$ cat config.mk
export PLATFORM = sky130hd
export DESIGN_NAME = wb_project_mux_flat
export DESIGN_NICKNAME = d
export VERILOG_FILES = /design/src/rtl/wb_project_mux_pkg.sv /design/src/rtl/wb_project_mux_if.sv /design/src/rtl/wb_project_mux_regs.sv /design/src/rtl/wb_project_mux.sv /design/src/flat_wrapper.sv
export SDC_FILE = /design/constraint.sdc
export NUM_CORES = 1
export LEC_CHECK = 0
export CORE_UTILIZATION = 26
export DETAILED_ROUTE_END_ITERATION = 7
export HOLD_SLACK_MARGIN = 0.02
export PLACE_DENSITY = 0.64
export SYNTH_ARGS = -nofsm -noshare
export SYNTH_HDL_FRONTEND = slang
export SYNTH_HIERARCHICAL = 1
export SYNTH_SLANG_ARGS = --single-unit
$ cat constraint.sdc
create_clock -name wb_clk_i -period 2 [get_ports wb_clk_i]
set_input_delay 0.3 -clock wb_clk_i [delete_from_list [all_inputs] [get_ports wb_clk_i]]
set_output_delay 0.3 -clock wb_clk_i [all_outputs]
set_load 0.05 [all_outputs]
$ cat src/rtl/wb_project_mux_pkg.sv
// Shared types and constants for the multi-project Wishbone mux and its register file.
package wb_project_mux_pkg;

  typedef enum logic [1:0] {
    IDLE_ST = 2'd0,
    FWD_ST  = 2'd1,
    RESP_ST = 2'd2
  } mux_state_e;

  localparam logic [1:0]  REG_CTRL     = 2'd0;
  localparam logic [1:0]  REG_EN       = 2'd1;
  localparam logic [1:0]  REG_STAT     = 2'd2;
  localparam logic [1:0]  REG_ID       = 2'd3;
  localparam logic [3:0]  CTRL_REGION  = 4'hF;
  localparam logic [31:0] ID_VALUE     = 32'h4953_4849;
  localparam logic [31:0] ERR_DATA_DEF = 32'hFFFF_FFFF;

  // Expands the four Wishbone byte selects into a 32-bit write mask.
  function automatic logic [31:0] byte_mask(input logic [3:0] sel);
    return {{8{sel[3]}}, {8{sel[2]}}, {8{sel[1]}}, {8{sel[0]}}};
  endfunction

endpackage

$ cat src/rtl/wb_project_mux_if.sv
// Host-side Wishbone bus between the user wrapper and the project mux.
interface wb_project_mux_if;
  logic        wbs_cyc_i;
  logic        wbs_stb_i;
  logic        wbs_we_i;
  logic [3:0]  wbs_sel_i;
  logic [31:0] wbs_adr_i;
  logic [31:0] wbs_dat_i;
  logic        wbs_ack_o;
  logic [31:0] wbs_dat_o;

  modport slave (
    input  wbs_cyc_i, wbs_stb_i, wbs_we_i, wbs_sel_i, wbs_adr_i, wbs_dat_i,
    output wbs_ack_o, wbs_dat_o
  );

  modport master (
    output wbs_cyc_i, wbs_stb_i, wbs_we_i, wbs_sel_i, wbs_adr_i, wbs_dat_i,
    input  wbs_ack_o, wbs_dat_o
  );
endinterface

$ cat src/rtl/wb_project_mux_regs.sv
// Control/status registers of the project mux: project select, enables, sticky timeout status.
module wb_mux_regs
  import wb_project_mux_pkg::*;
#(
  parameter int NPROJ = 4,
  parameter int SEL_W = 4
) (
  input  logic             clk,
  input  logic             rst,
  input  logic             wr_en,
  input  logic [1:0]       off,
  input  logic [31:0]      wdata,
  input  logic [3:0]       sel,
  input  logic             to_evt,
  input  logic [SEL_W-1:0] to_idx,
  output logic [SEL_W-1:0] proj_sel,
  output logic [NPROJ-1:0] proj_en,
  output logic             sticky,
  output logic [31:0]      rdata
);

  logic [SEL_W-1:0] proj_sel_r;
  logic [NPROJ-1:0] proj_en_r;
  logic             sticky_r;
  logic [3:0]       last_idx_r;
  logic [31:0]      mask_s;
  logic [31:0]      ctrl_nxt_s;
  logic [31:0]      en_nxt_s;
  logic             unused_s;

  assign mask_s     = byte_mask(sel);
  assign ctrl_nxt_s = (32'(proj_sel_r) & ~mask_s) | (wdata & mask_s);
  assign en_nxt_s   = (32'(proj_en_r) & ~mask_s) | (wdata & mask_s);
  assign unused_s   = ^{ctrl_nxt_s[31:SEL_W], en_nxt_s[31:NPROJ]};

  // Register updates; a timeout capture outranks a same-cycle W1C.
  always_ff @(posedge clk) begin
    if (rst) begin
      proj_sel_r <= {SEL_W{1'b0}};
      proj_en_r  <= {NPROJ{1'b0}};
      sticky_r   <= 1'b0;
      last_idx_r <= 4'd0;
    end else begin
      if (wr_en && (off == REG_CTRL)) proj_sel_r <= ctrl_nxt_s[SEL_W-1:0];
      if (wr_en && (off == REG_EN))   proj_en_r  <= en_nxt_s[NPROJ-1:0];
      if (to_evt) begin
        sticky_r   <= 1'b1;
        last_idx_r <= 4'(to_idx);
      end else if (wr_en && (off == REG_STAT) && sel[0] && wdata[0]) begin
        sticky_r <= 1'b0;
      end
    end
  end

  // Read mux; unimplemented bits read as zero.
  always_comb begin
    rdata = 32'd0;
    case (off)
      REG_CTRL: rdata[SEL_W-1:0] = proj_sel_r;
      REG_EN:   rdata[NPROJ-1:0] = proj_en_r;
      REG_STAT: begin
        rdata[0]    = sticky_r;
        rdata[11:8] = last_idx_r;
      end
      REG_ID:   rdata = ID_VALUE;
      default:  rdata = 32'd0;
    endcase
  end

  assign proj_sel = proj_sel_r;
  assign proj_en  = proj_en_r;
  assign sticky   = sticky_r;

endmodule

$ cat src/rtl/wb_project_mux.sv
// Shares the management Wishbone bus among NPROJ project slots, one transaction at a time,
// with an ack timeout on every forwarded access and a small control block at region 0xF.
module wb_project_mux
  import wb_project_mux_pkg::*;
#(
  parameter int          NPROJ    = 4,
  parameter int          SEL_W    = 4,
  parameter int          TIMEOUT  = 255,
  parameter logic [31:0] ERR_DATA = ERR_DATA_DEF
) (
  input  logic                  wb_clk_i,
  input  logic                  wb_rst_i,
  wb_project_mux_if.slave       wbs,
  output logic [NPROJ-1:0]      p_cyc_o,
  output logic [NPROJ-1:0]      p_stb_o,
  output logic                  p_we_o,
  output logic [3:0]            p_sel_o,
  output logic [31:0]           p_adr_o,
  output logic [31:0]           p_dat_o,
  input  logic [NPROJ-1:0]      p_ack_i,
  input  logic [NPROJ*32-1:0]   p_dat_i,
  output logic [SEL_W-1:0]      proj_sel_o,
  output logic [NPROJ-1:0]      proj_en_o,
  output logic                  irq_o
);

  localparam logic [3:0]  NPROJ_4 = 4'(NPROJ);
  localparam logic [15:0] TO_LAST = 16'(TIMEOUT - 1);

  mux_state_e       state_r, state_s;
  logic [15:0]      cnt_r, cnt_s;
  logic [31:0]      adr_r, dat_r, odat_r, resp_s, reg_rdata_s, slot_rdata_s;
  logic [3:0]       sel_r, region_s;
  logic             we_r, ack_r, lat_s, ctrl_wr_s, to_evt_s;
  logic             is_ctrl_s, is_slot_s, slot_en_s, ack_hit_s;
  logic [SEL_W-1:0] idx_r;
  logic [NPROJ-1:0] hit_r, hit_s, hit_nxt_s, fwd_r;

  assign region_s  = wbs.wbs_adr_i[23:20];
  assign is_ctrl_s = (region_s == CTRL_REGION);
  assign is_slot_s = (region_s < NPROJ_4);
  assign slot_en_s = |(hit_s & proj_en_o);
  assign ack_hit_s = |(p_ack_i & hit_r);

  // One-hot slot decode of the incoming address and read-data steering from the latched slot.
  always_comb begin
    hit_s        = {NPROJ{1'b0}};
    slot_rdata_s = 32'd0;
    for (int k = 0; k < NPROJ; k++) begin
      hit_s[k] = is_slot_s && (region_s == 4'(k));
      if (hit_r[k]) slot_rdata_s = slot_rdata_s | p_dat_i[32*k +: 32];
      else          slot_rdata_s = slot_rdata_s;
    end
  end

  wb_mux_regs #(.NPROJ(NPROJ), .SEL_W(SEL_W)) u_regs (
    .clk      (wb_clk_i),
    .rst      (wb_rst_i),
    .wr_en    (ctrl_wr_s),
    .off      (wbs.wbs_adr_i[3:2]),
    .wdata    (wbs.wbs_dat_i),
    .sel      (wbs.wbs_sel_i),
    .to_evt   (to_evt_s),
    .to_idx   (idx_r),
    .proj_sel (proj_sel_o),
    .proj_en  (proj_en_o),
    .sticky   (irq_o),
    .rdata    (reg_rdata_s)
  );

  // Next-state logic; a host abort outranks the slot ack, which outranks the timeout.
  always_comb begin
    state_s   = state_r;
    cnt_s     = cnt_r;
    resp_s    = 32'd0;
    lat_s     = 1'b0;
    ctrl_wr_s = 1'b0;
    to_evt_s  = 1'b0;
    case (state_r)
      IDLE_ST: begin
        if (wbs.wbs_cyc_i && wbs.wbs_stb_i) begin
          lat_s = 1'b1;
          cnt_s = 16'd0;
          if (is_ctrl_s) begin
            ctrl_wr_s = wbs.wbs_we_i;
            resp_s    = reg_rdata_s;
            state_s   = RESP_ST;
          end else if (slot_en_s) begin
            state_s = FWD_ST;
          end else begin
            resp_s  = ERR_DATA;
            state_s = RESP_ST;
          end
        end else begin
          state_s = IDLE_ST;
        end
      end
      FWD_ST: begin
        if (!wbs.wbs_cyc_i) begin
          state_s = IDLE_ST;
        end else if (ack_hit_s) begin
          resp_s  = slot_rdata_s;
          state_s = RESP_ST;
        end else if (cnt_r == TO_LAST) begin
          resp_s   = ERR_DATA;
          to_evt_s = 1'b1;
          state_s  = RESP_ST;
        end else begin
          cnt_s = cnt_r + 16'd1;
        end
      end
      RESP_ST: state_s = IDLE_ST;
      default: state_s = IDLE_ST;
    endcase
    if (lat_s) hit_nxt_s = hit_s;
    else       hit_nxt_s = hit_r;
  end

  // FSM state register.
  always_ff @(posedge wb_clk_i) begin
    if (wb_rst_i) state_r <= IDLE_ST;
    else          state_r <= state_s;
  end

  // Latched request, timeout counter and registered bus outputs.
  always_ff @(posedge wb_clk_i) begin
    if (wb_rst_i) begin
      cnt_r  <= 16'd0;
      adr_r  <= 32'd0;
      dat_r  <= 32'd0;
      sel_r  <= 4'd0;
      we_r   <= 1'b0;
      idx_r  <= {SEL_W{1'b0}};
      hit_r  <= {NPROJ{1'b0}};
      fwd_r  <= {NPROJ{1'b0}};
      ack_r  <= 1'b0;
      odat_r <= 32'd0;
    end else begin
      cnt_r <= cnt_s;
      if (lat_s) begin
        adr_r <= wbs.wbs_adr_i;
        dat_r <= wbs.wbs_dat_i;
        sel_r <= wbs.wbs_sel_i;
        we_r  <= wbs.wbs_we_i;
        idx_r <= SEL_W'(region_s);
        hit_r <= hit_s;
      end
      fwd_r  <= (state_s == FWD_ST) ? hit_nxt_s : {NPROJ{1'b0}};
      ack_r  <= (state_s == RESP_ST);
      odat_r <= resp_s;
    end
  end

  assign wbs.wbs_ack_o = ack_r;
  assign wbs.wbs_dat_o = odat_r;
  assign p_cyc_o       = fwd_r;
  assign p_stb_o       = fwd_r;
  assign p_we_o        = we_r;
  assign p_sel_o       = sel_r;
  assign p_adr_o       = adr_r;
  assign p_dat_o       = dat_r;

endmodule

$ cat src/flat_wrapper.sv
// flat-port wrapper written by rule: the top's interface ports become plain ports
module wb_project_mux_flat import wb_project_mux_pkg::*;
#(
  parameter int          NPROJ    = 4,
  parameter int          SEL_W    = 4,
  parameter int          TIMEOUT  = 255,
  parameter logic [31:0] ERR_DATA = ERR_DATA_DEF
)
  (wb_clk_i, wb_rst_i, p_cyc_o, p_stb_o, p_we_o, p_sel_o, p_adr_o, p_dat_o, p_ack_i, p_dat_i, proj_sel_o, proj_en_o, irq_o, wbs_wbs_cyc_i, wbs_wbs_stb_i, wbs_wbs_we_i, wbs_wbs_sel_i, wbs_wbs_adr_i, wbs_wbs_dat_i, wbs_wbs_ack_o, wbs_wbs_dat_o);
  wb_project_mux_if wbs_i ();
  input  logic wb_clk_i;
  input  logic wb_rst_i;
  output logic [NPROJ-1:0] p_cyc_o;
  output logic [NPROJ-1:0] p_stb_o;
  output logic p_we_o;
  output logic [3:0] p_sel_o;
  output logic [31:0] p_adr_o;
  output logic [31:0] p_dat_o;
  input  logic [NPROJ-1:0] p_ack_i;
  input  logic [NPROJ*32-1:0] p_dat_i;
  output logic [SEL_W-1:0] proj_sel_o;
  output logic [NPROJ-1:0] proj_en_o;
  output logic irq_o;
  input wire logic [$bits(wbs_i.wbs_cyc_i)-1:0] wbs_wbs_cyc_i;
  input wire logic [$bits(wbs_i.wbs_stb_i)-1:0] wbs_wbs_stb_i;
  input wire logic [$bits(wbs_i.wbs_we_i)-1:0] wbs_wbs_we_i;
  input wire logic [$bits(wbs_i.wbs_sel_i)-1:0] wbs_wbs_sel_i;
  input wire logic [$bits(wbs_i.wbs_adr_i)-1:0] wbs_wbs_adr_i;
  input wire logic [$bits(wbs_i.wbs_dat_i)-1:0] wbs_wbs_dat_i;
  output wire logic [$bits(wbs_i.wbs_ack_o)-1:0] wbs_wbs_ack_o;
  output wire logic [$bits(wbs_i.wbs_dat_o)-1:0] wbs_wbs_dat_o;
  assign wbs_i.wbs_cyc_i = wbs_wbs_cyc_i;
  assign wbs_i.wbs_stb_i = wbs_wbs_stb_i;
  assign wbs_i.wbs_we_i = wbs_wbs_we_i;
  assign wbs_i.wbs_sel_i = wbs_wbs_sel_i;
  assign wbs_i.wbs_adr_i = wbs_wbs_adr_i;
  assign wbs_i.wbs_dat_i = wbs_wbs_dat_i;
  assign wbs_wbs_ack_o = wbs_i.wbs_ack_o;
  assign wbs_wbs_dat_o = wbs_i.wbs_dat_o;
  wb_project_mux #(.NPROJ(NPROJ), .SEL_W(SEL_W), .TIMEOUT(TIMEOUT), .ERR_DATA(ERR_DATA)) u_core (.wb_clk_i(wb_clk_i), .wb_rst_i(wb_rst_i), .wbs(wbs_i), .p_cyc_o(p_cyc_o), .p_stb_o(p_stb_o), .p_we_o(p_we_o), .p_sel_o(p_sel_o), .p_adr_o(p_adr_o), .p_dat_o(p_dat_o), .p_ack_i(p_ack_i), .p_dat_i(p_dat_i), .proj_sel_o(proj_sel_o), .proj_en_o(proj_en_o), .irq_o(irq_o));
endmodule
### After elaboration in Yosys (flattened, before gate mapping)

Cells that the tools add are included.

* bits in registers: 145
* bits of input ports: 205
* output and inout port bits: 119

* $add $sub $neg: 1
* $lt $le $gt $ge: 1
* equal/unequal tests: 15
* mux-type cells: 40
* bitwise operators: 12
* reduce and logical (&&, ||, !) cells: 19

Operator list (number)
* 2-to-1 mux 32 bit: 10
* OR 32 bit: 3
* 2-to-1 mux 16 bit: 4
* case mux 32 bit (2 select lines): 1
* case mux 16 bit (2 select lines): 1
* AND 4 bit: 5
* 2-to-1 mux 19 bit: 1
* adder 16 x 1 -> 16 bit (second input constant): 1
* == test 16 x 8 -> 1 bit (second input constant): 1
* 2-to-1 mux 2 bit: 6
* 2-to-1 mux 1 bit: 11
* logical AND 1 bit: 10
* case mux 3 bit (3 select lines): 1
* == test 4 x 2 -> 1 bit (second input constant): 2
* OR 4 bit: 2
* case mux 4 bit (2 select lines): 1
* OR reduction 4 bit: 2
* == test 2 x 1 -> 1 bit (second input constant): 3
* == test 2 bit (second input constant): 3
* != test 2 bit (second input constant): 3
* AND reduction 5 bit: 1
* == test 4 x 1 -> 1 bit (second input constant): 1
* == test 4 bit (second input constant): 1
* logical NOT 2 bit: 2
* 11 further kinds: 12

### Logic depth before layout (Yosys ltp)

* depth in word-level cells: 11
* mapped depth: 8

### Cells and area by module

Netlist, hierarchy kept.

By module, submodules not included
* wb_project_mux: times used 1, cells each 678, area an instance 5426.5 um2, sequential area each 2562.5 um2
* wb_mux_regs: times used 1, cells each 90, area an instance 844.6 um2, sequential area each 260.2 um2

### Least setup slack after synthesis

No wires, ideal clock.

* path kind: reg-to-reg
* start point: register u_core.state_r[1]
* end point: register with a tool-made name
* library setup time: 0.072 ns
* data arrival time: 1.935 ns
* data required time: 1.928 ns
* slack: -0.006 ns
* stages on the path, launching flop included: 9
* clock period less this slack: 2.006 ns
* cell sequence: dfxtp_1 > and4bb_2 > clkbuf_1 > clkbuf_1 > nand2_1 > nor2_1 > and4bb_1 > buf_6 > mux2i_1

RTL lines
* start, declared: RTL line wb_project_mux.sv:30 `mux_state_e state_r, state_s;`
* start signal, assigned: RTL line wb_project_mux.sv:122 `else state_r <= state_s;`

### Worst setup path after layout

* start point: register u_core.cnt_r[0]
* end point: register u_core.cnt_r[13]

* cells in the longest elaborated chain, start to end: 5
* elaborated cells between the ends (all ways): 8
* those cells by class: add/sub (1); eq/ne (2); mux (4); reduce/logical (1)

Ends and longest elaborated chain
* start, declared: RTL line wb_project_mux.sv:31 `logic [15:0] cnt_r, cnt_s;`
* start signal, assigned: RTL line wb_project_mux.sv:139 `cnt_r <= cnt_s;`
* adder 16 x 1 -> 16 bit: RTL line wb_project_mux.sv:109 `cnt_s = cnt_r + 16'd1;`
* 2-to-1 mux 16 bit: RTL line wb_project_mux.sv:104 `end else if (cnt_r == TO_LAST) begin`
* 2-to-1 mux 16 bit: RTL line wb_project_mux.sv:101 `end else if (ack_hit_s) begin`
* 2-to-1 mux 16 bit: RTL line wb_project_mux.sv:99 `if (!wbs.wbs_cyc_i) begin`
* case mux 16 bit (2 select lines): RTL line wb_project_mux.sv:79 `case (state_r)`

Several ways; a longest one is shown, not always the timed one. The select of a mux whose other input is x is not followed.
A chain may end at the register's enable or synchronous reset.

==> metrics.cfg <==
[outcome]
status = complete, no violations

[critical_path]
cp_slowest_cell = or4_1
r2r_cells = 9
critPathMaxFanout = 8
worst-path-stages = 9
worstPathRequired_ns = 2.36
criticalPathCategory = register to register
cp-end-kind = register
path_cells = inv_1, ha_2, nand4b_1, nor4_4, buf_4, a211o_4, buf_4, or4_1, nand2_1
crit_arrival_ns = 2.33
critPathLaunchType = register
cpMostUsedCell = buf_4
cpPeakStageDelay_ns = 0.47
crit_buf_inv = 3
cpLargestDelayFamily = simple AND/OR/NAND/NOR gates

[route]
drtAntennaViolNets = 0
drc = 0
drt_iter0_drc = 379
via_per_inst = 4.68
dr.pass1.iters = 5
routed-via-count = 6670
totalWireLength_mm = 24.2
routedWlPerCell_um = 17.0

[power]
power.leakage_nw = 4.02
p_sw_mw = 2.00
p_clk_frac = 0.451
p_int_mw = 5.70
power.share.sequential = 0.383
irDropWorstVdd_mv = 0.509
p_per_area_mw_per_mm2 = 723
p_sw_frac = 0.260
comb_power_share = 0.166

[yosys]
synth.avg_cell_area_um2 = 8.17
ys_seq_area_frac = 0.450
synth_seq_cells = 141
ys_warn_count = 6
postSynth.topFlopCell = dfxtp_1
ys_types = 51
syn_area_mm2 = 0.00627
synth_edf_count = 0
async_flop_share = 0
synthesis.instances = 768

[cells_and_area]
nets = 1300
syn2layout_area_growth_pct = 69.9
instances_no_fill = 1425
diodes = 0
drive_gt1_frac = 0.102
nFillCells = 2314

[timing]
rsz0062_at_grt = yes
worst_pin_slew_ns = 0.602
slew_viol_final = 0
fmax_mhz = 507
final-hold-violation-count = 0
period_minus_slack_ns = 1.97
fin_skew_ns = 0.0109
relSlewSlack = 0.597
tns_ns = 0
finalHoldWorstSlack_ns = 0.181
min_period_over_period = 0.986
setup_viol = 0

[global_route]
grt_pass1_vias = 6545
grt_overflow = 0
grt_pass1_wl_mm = 35.6
grt_start_max_net_pins = 89
antenna_found_initial = 0
grt_use_total = 0.190

[placed_design]
portBuffers = 323
dp_cells = 1392
gp_congestion = 0.860
dp_hpwl_mm = 17.9

[min_path]
whs_path_depth = 2
min-delay-path-class = primary input to register

[floorplanning]
die_y_um = 157
die-area_mm2 = 0.0247
start_util = 0.266
coreArea_mm2 = 0.0235
die-width_um = 157
ios = 324
placement_rows = 56

[clocking]
clk_pin_slew_ns = 0.06
htreeDepth = 4
clkSinkCount = 141
cts_buffer_depth = 2
clkLatencyLatePin_ns = 0.42
cts_tree = yes
root_buffer = clkbuf_16
cts_hold_buf = 0
numCtsBuffers = 17

[run]
max_cap_violations = 0

[final cells by class]
| type | count | area [um^2] | area share |
|---|---|---|---|
| multi-input combinational | 546 | 3070 | 0.288 |
| inverter | 7 | 26.3 | 0.00247 |
| clock buffer | 21 | 460 | 0.0432 |
| sequential | 141 | 2820 | 0.265 |
| timing repair buffer | 380 | 3700 | 0.347 |
| tap | 319 | 399 | 0.0375 |
| clock inverter | 11 | 180 | 0.0169 |
[cell families (layout without fill, tap and decap cells)]
kind of cell | after synthesis | in the layout | share of synthesized area
simple gates | 305 | 305 | 0.228
buf+inv | 95 | 419 | 0.0784
xor+xnor | 1 | 1 | 0.00140
mux | 19 | 19 | 0.0325
fa+ha+maj | 2 | 2 | 0.00399
compound gates | 204 | 204 | 0.205
flops | 141 | 141 | 0.450
other cells | 1 | 15 | 0.000598
[cell usage in the layout (no fill, tap or decap), types with 3 or more instances in the layout]
master           synthesis  layout
and4_1                   3       3
nand2_1                151     150
nand2b_1                15      15
and3_1                  32      32
clkdlybuf4s50_1          0     315
and2_1                   5       5
inv_6                    0       4
mux2i_1                 17      17
o22ai_1                 32      32
bufinv_16                0       4
nor2_1                  59      59
nor2b_1                  3       3
a22oi_1                 68      68
nand3_1                  4       4
inv_1                    7       7
a21oi_1                 81      78
nor3_1                   5       5
buf_4                   30      59
buf_12                   0       4
dfxtp_1                141     140
o21ai_1                  8       8
clkbuf_16                0      17
or3_1                   10      10
a21oi_2                  0       3
nand4_1                  5       5
conb_1                   1      15
[worst paths after layout]
kind | start | endpoint | slack, ns
min reg2reg | u_core/p_sel_o[0] | u_core/p_sel_o[0] | 0.45
max reg2reg | u_core/cnt_r[0] | u_core/cnt_r[13] | 0.03
max | u_core/cnt_r[0] | u_core/cnt_r[13] | 0.03
min | wb_rst_i | u_core/cnt_r[0] | 0.18
[stage by stage]
step | instance area, um^2 | setup slack [ns] | util | total power [mW]
2_1_floorplan | 6320 | 0.0103 | - | 3.60
3_3_place_gp | 9960 | -0.398 | 0.423 | 4.29
3_5_place_dp | 9960 | -0.345 | 0.423 | 4.29
4_1_cts | 10600 | 0.0109 | 0.450 | 7.78
5_1_grt | 10700 | -0.0339 | 0.452 | 8.00
6_report | 10700 | 0.0290 | 0.452 | 7.70
[cells in the mapped netlist, types with 3 or more instances]
| library cell | count | share of area |
|---|---|---|
| nand2b_1 | 15 | 0.015 |
| a22oi_1 | 68 | 0.081 |
| dfxtp_1 | 141 | 0.45 |
| or3_1 | 10 | 0.010 |
| buf_4 | 30 | 0.036 |
| nor2_1 | 59 | 0.035 |
| nand3_1 | 4 | 0.0032 |
| o21ai_1 | 8 | 0.0064 |
| buf_2 | 6 | 0.0048 |
| mux2i_1 | 17 | 0.027 |
| and4_1 | 3 | 0.0042 |
| inv_1 | 7 | 0.0042 |
| and2_1 | 5 | 0.0050 |
| nand2_1 | 151 | 0.090 |
| nor3_1 | 5 | 0.0040 |
| clkbuf_1 | 47 | 0.028 |
| o22ai_1 | 32 | 0.032 |
| a21oi_1 | 81 | 0.065 |
| buf_1 | 3 | 0.0018 |
| and3_1 | 32 | 0.032 |
| nand4_1 | 5 | 0.0050 |
| nor2b_1 | 3 | 0.0030 |
| or4_1 | 3 | 0.0036 |
[routing by layer]
layer,part of all wire,global-route usage,vias to the layer above
li1,-,-,3299
met4,0.017,0.0647,0
met1,0.40,0.221,3068
met3,0.10,0.0702,19
met5,0,0,-
met2,0.48,0.320,284
[repair_timing]
item / 4_1_cts / 5_1_grt
resized for setup: 2 / 10
setup buffers: 0 / 1
gates cloned: 0 / 0
pin swaps: 1 / 1
endpoints found under the setup margin: 4 / 6
[state kept, by name (all words and copies together) (netlist names), 4 cells and up, named ones only]
signal / count
u_core/cnt_r: 16
u_core/p_sel_o: 4
u_core/hit_r: 4
u_core/p_adr_o: 32
u_core/p_dat_o: 32
u_core/u_regs/last_idx_r: 4
u_core/wbs.wbs_dat_o: 32
u_core/p_cyc_o: 4
[worst register-to-register path, stage by stage, from the launching register on]
cell and delay [ns]:
dfxtp_2 0.32, inv_1 0.05, ha_2 0.17, nand4b_1 0.13, nor4_4 0.07, buf_4 0.15
a211o_4 0.33, buf_4 0.16, or4_1 0.47, nand2_1 0.07
[power by group through the flow]
stage / combinational (mW) / clock [mW] / sequential [mW]
after floorplan: 0.272 / 0 / 3.33
after global placement: 1.28 / 0 / 3.01
after detailed placement: 1.28 / 0 / 3.01
after CTS: 1.29 / 3.55 / 2.95
after global routing: 1.35 / 3.69 / 2.96
final: 1.28 / 3.47 / 2.95
Power figures use the tool's default switching activity.
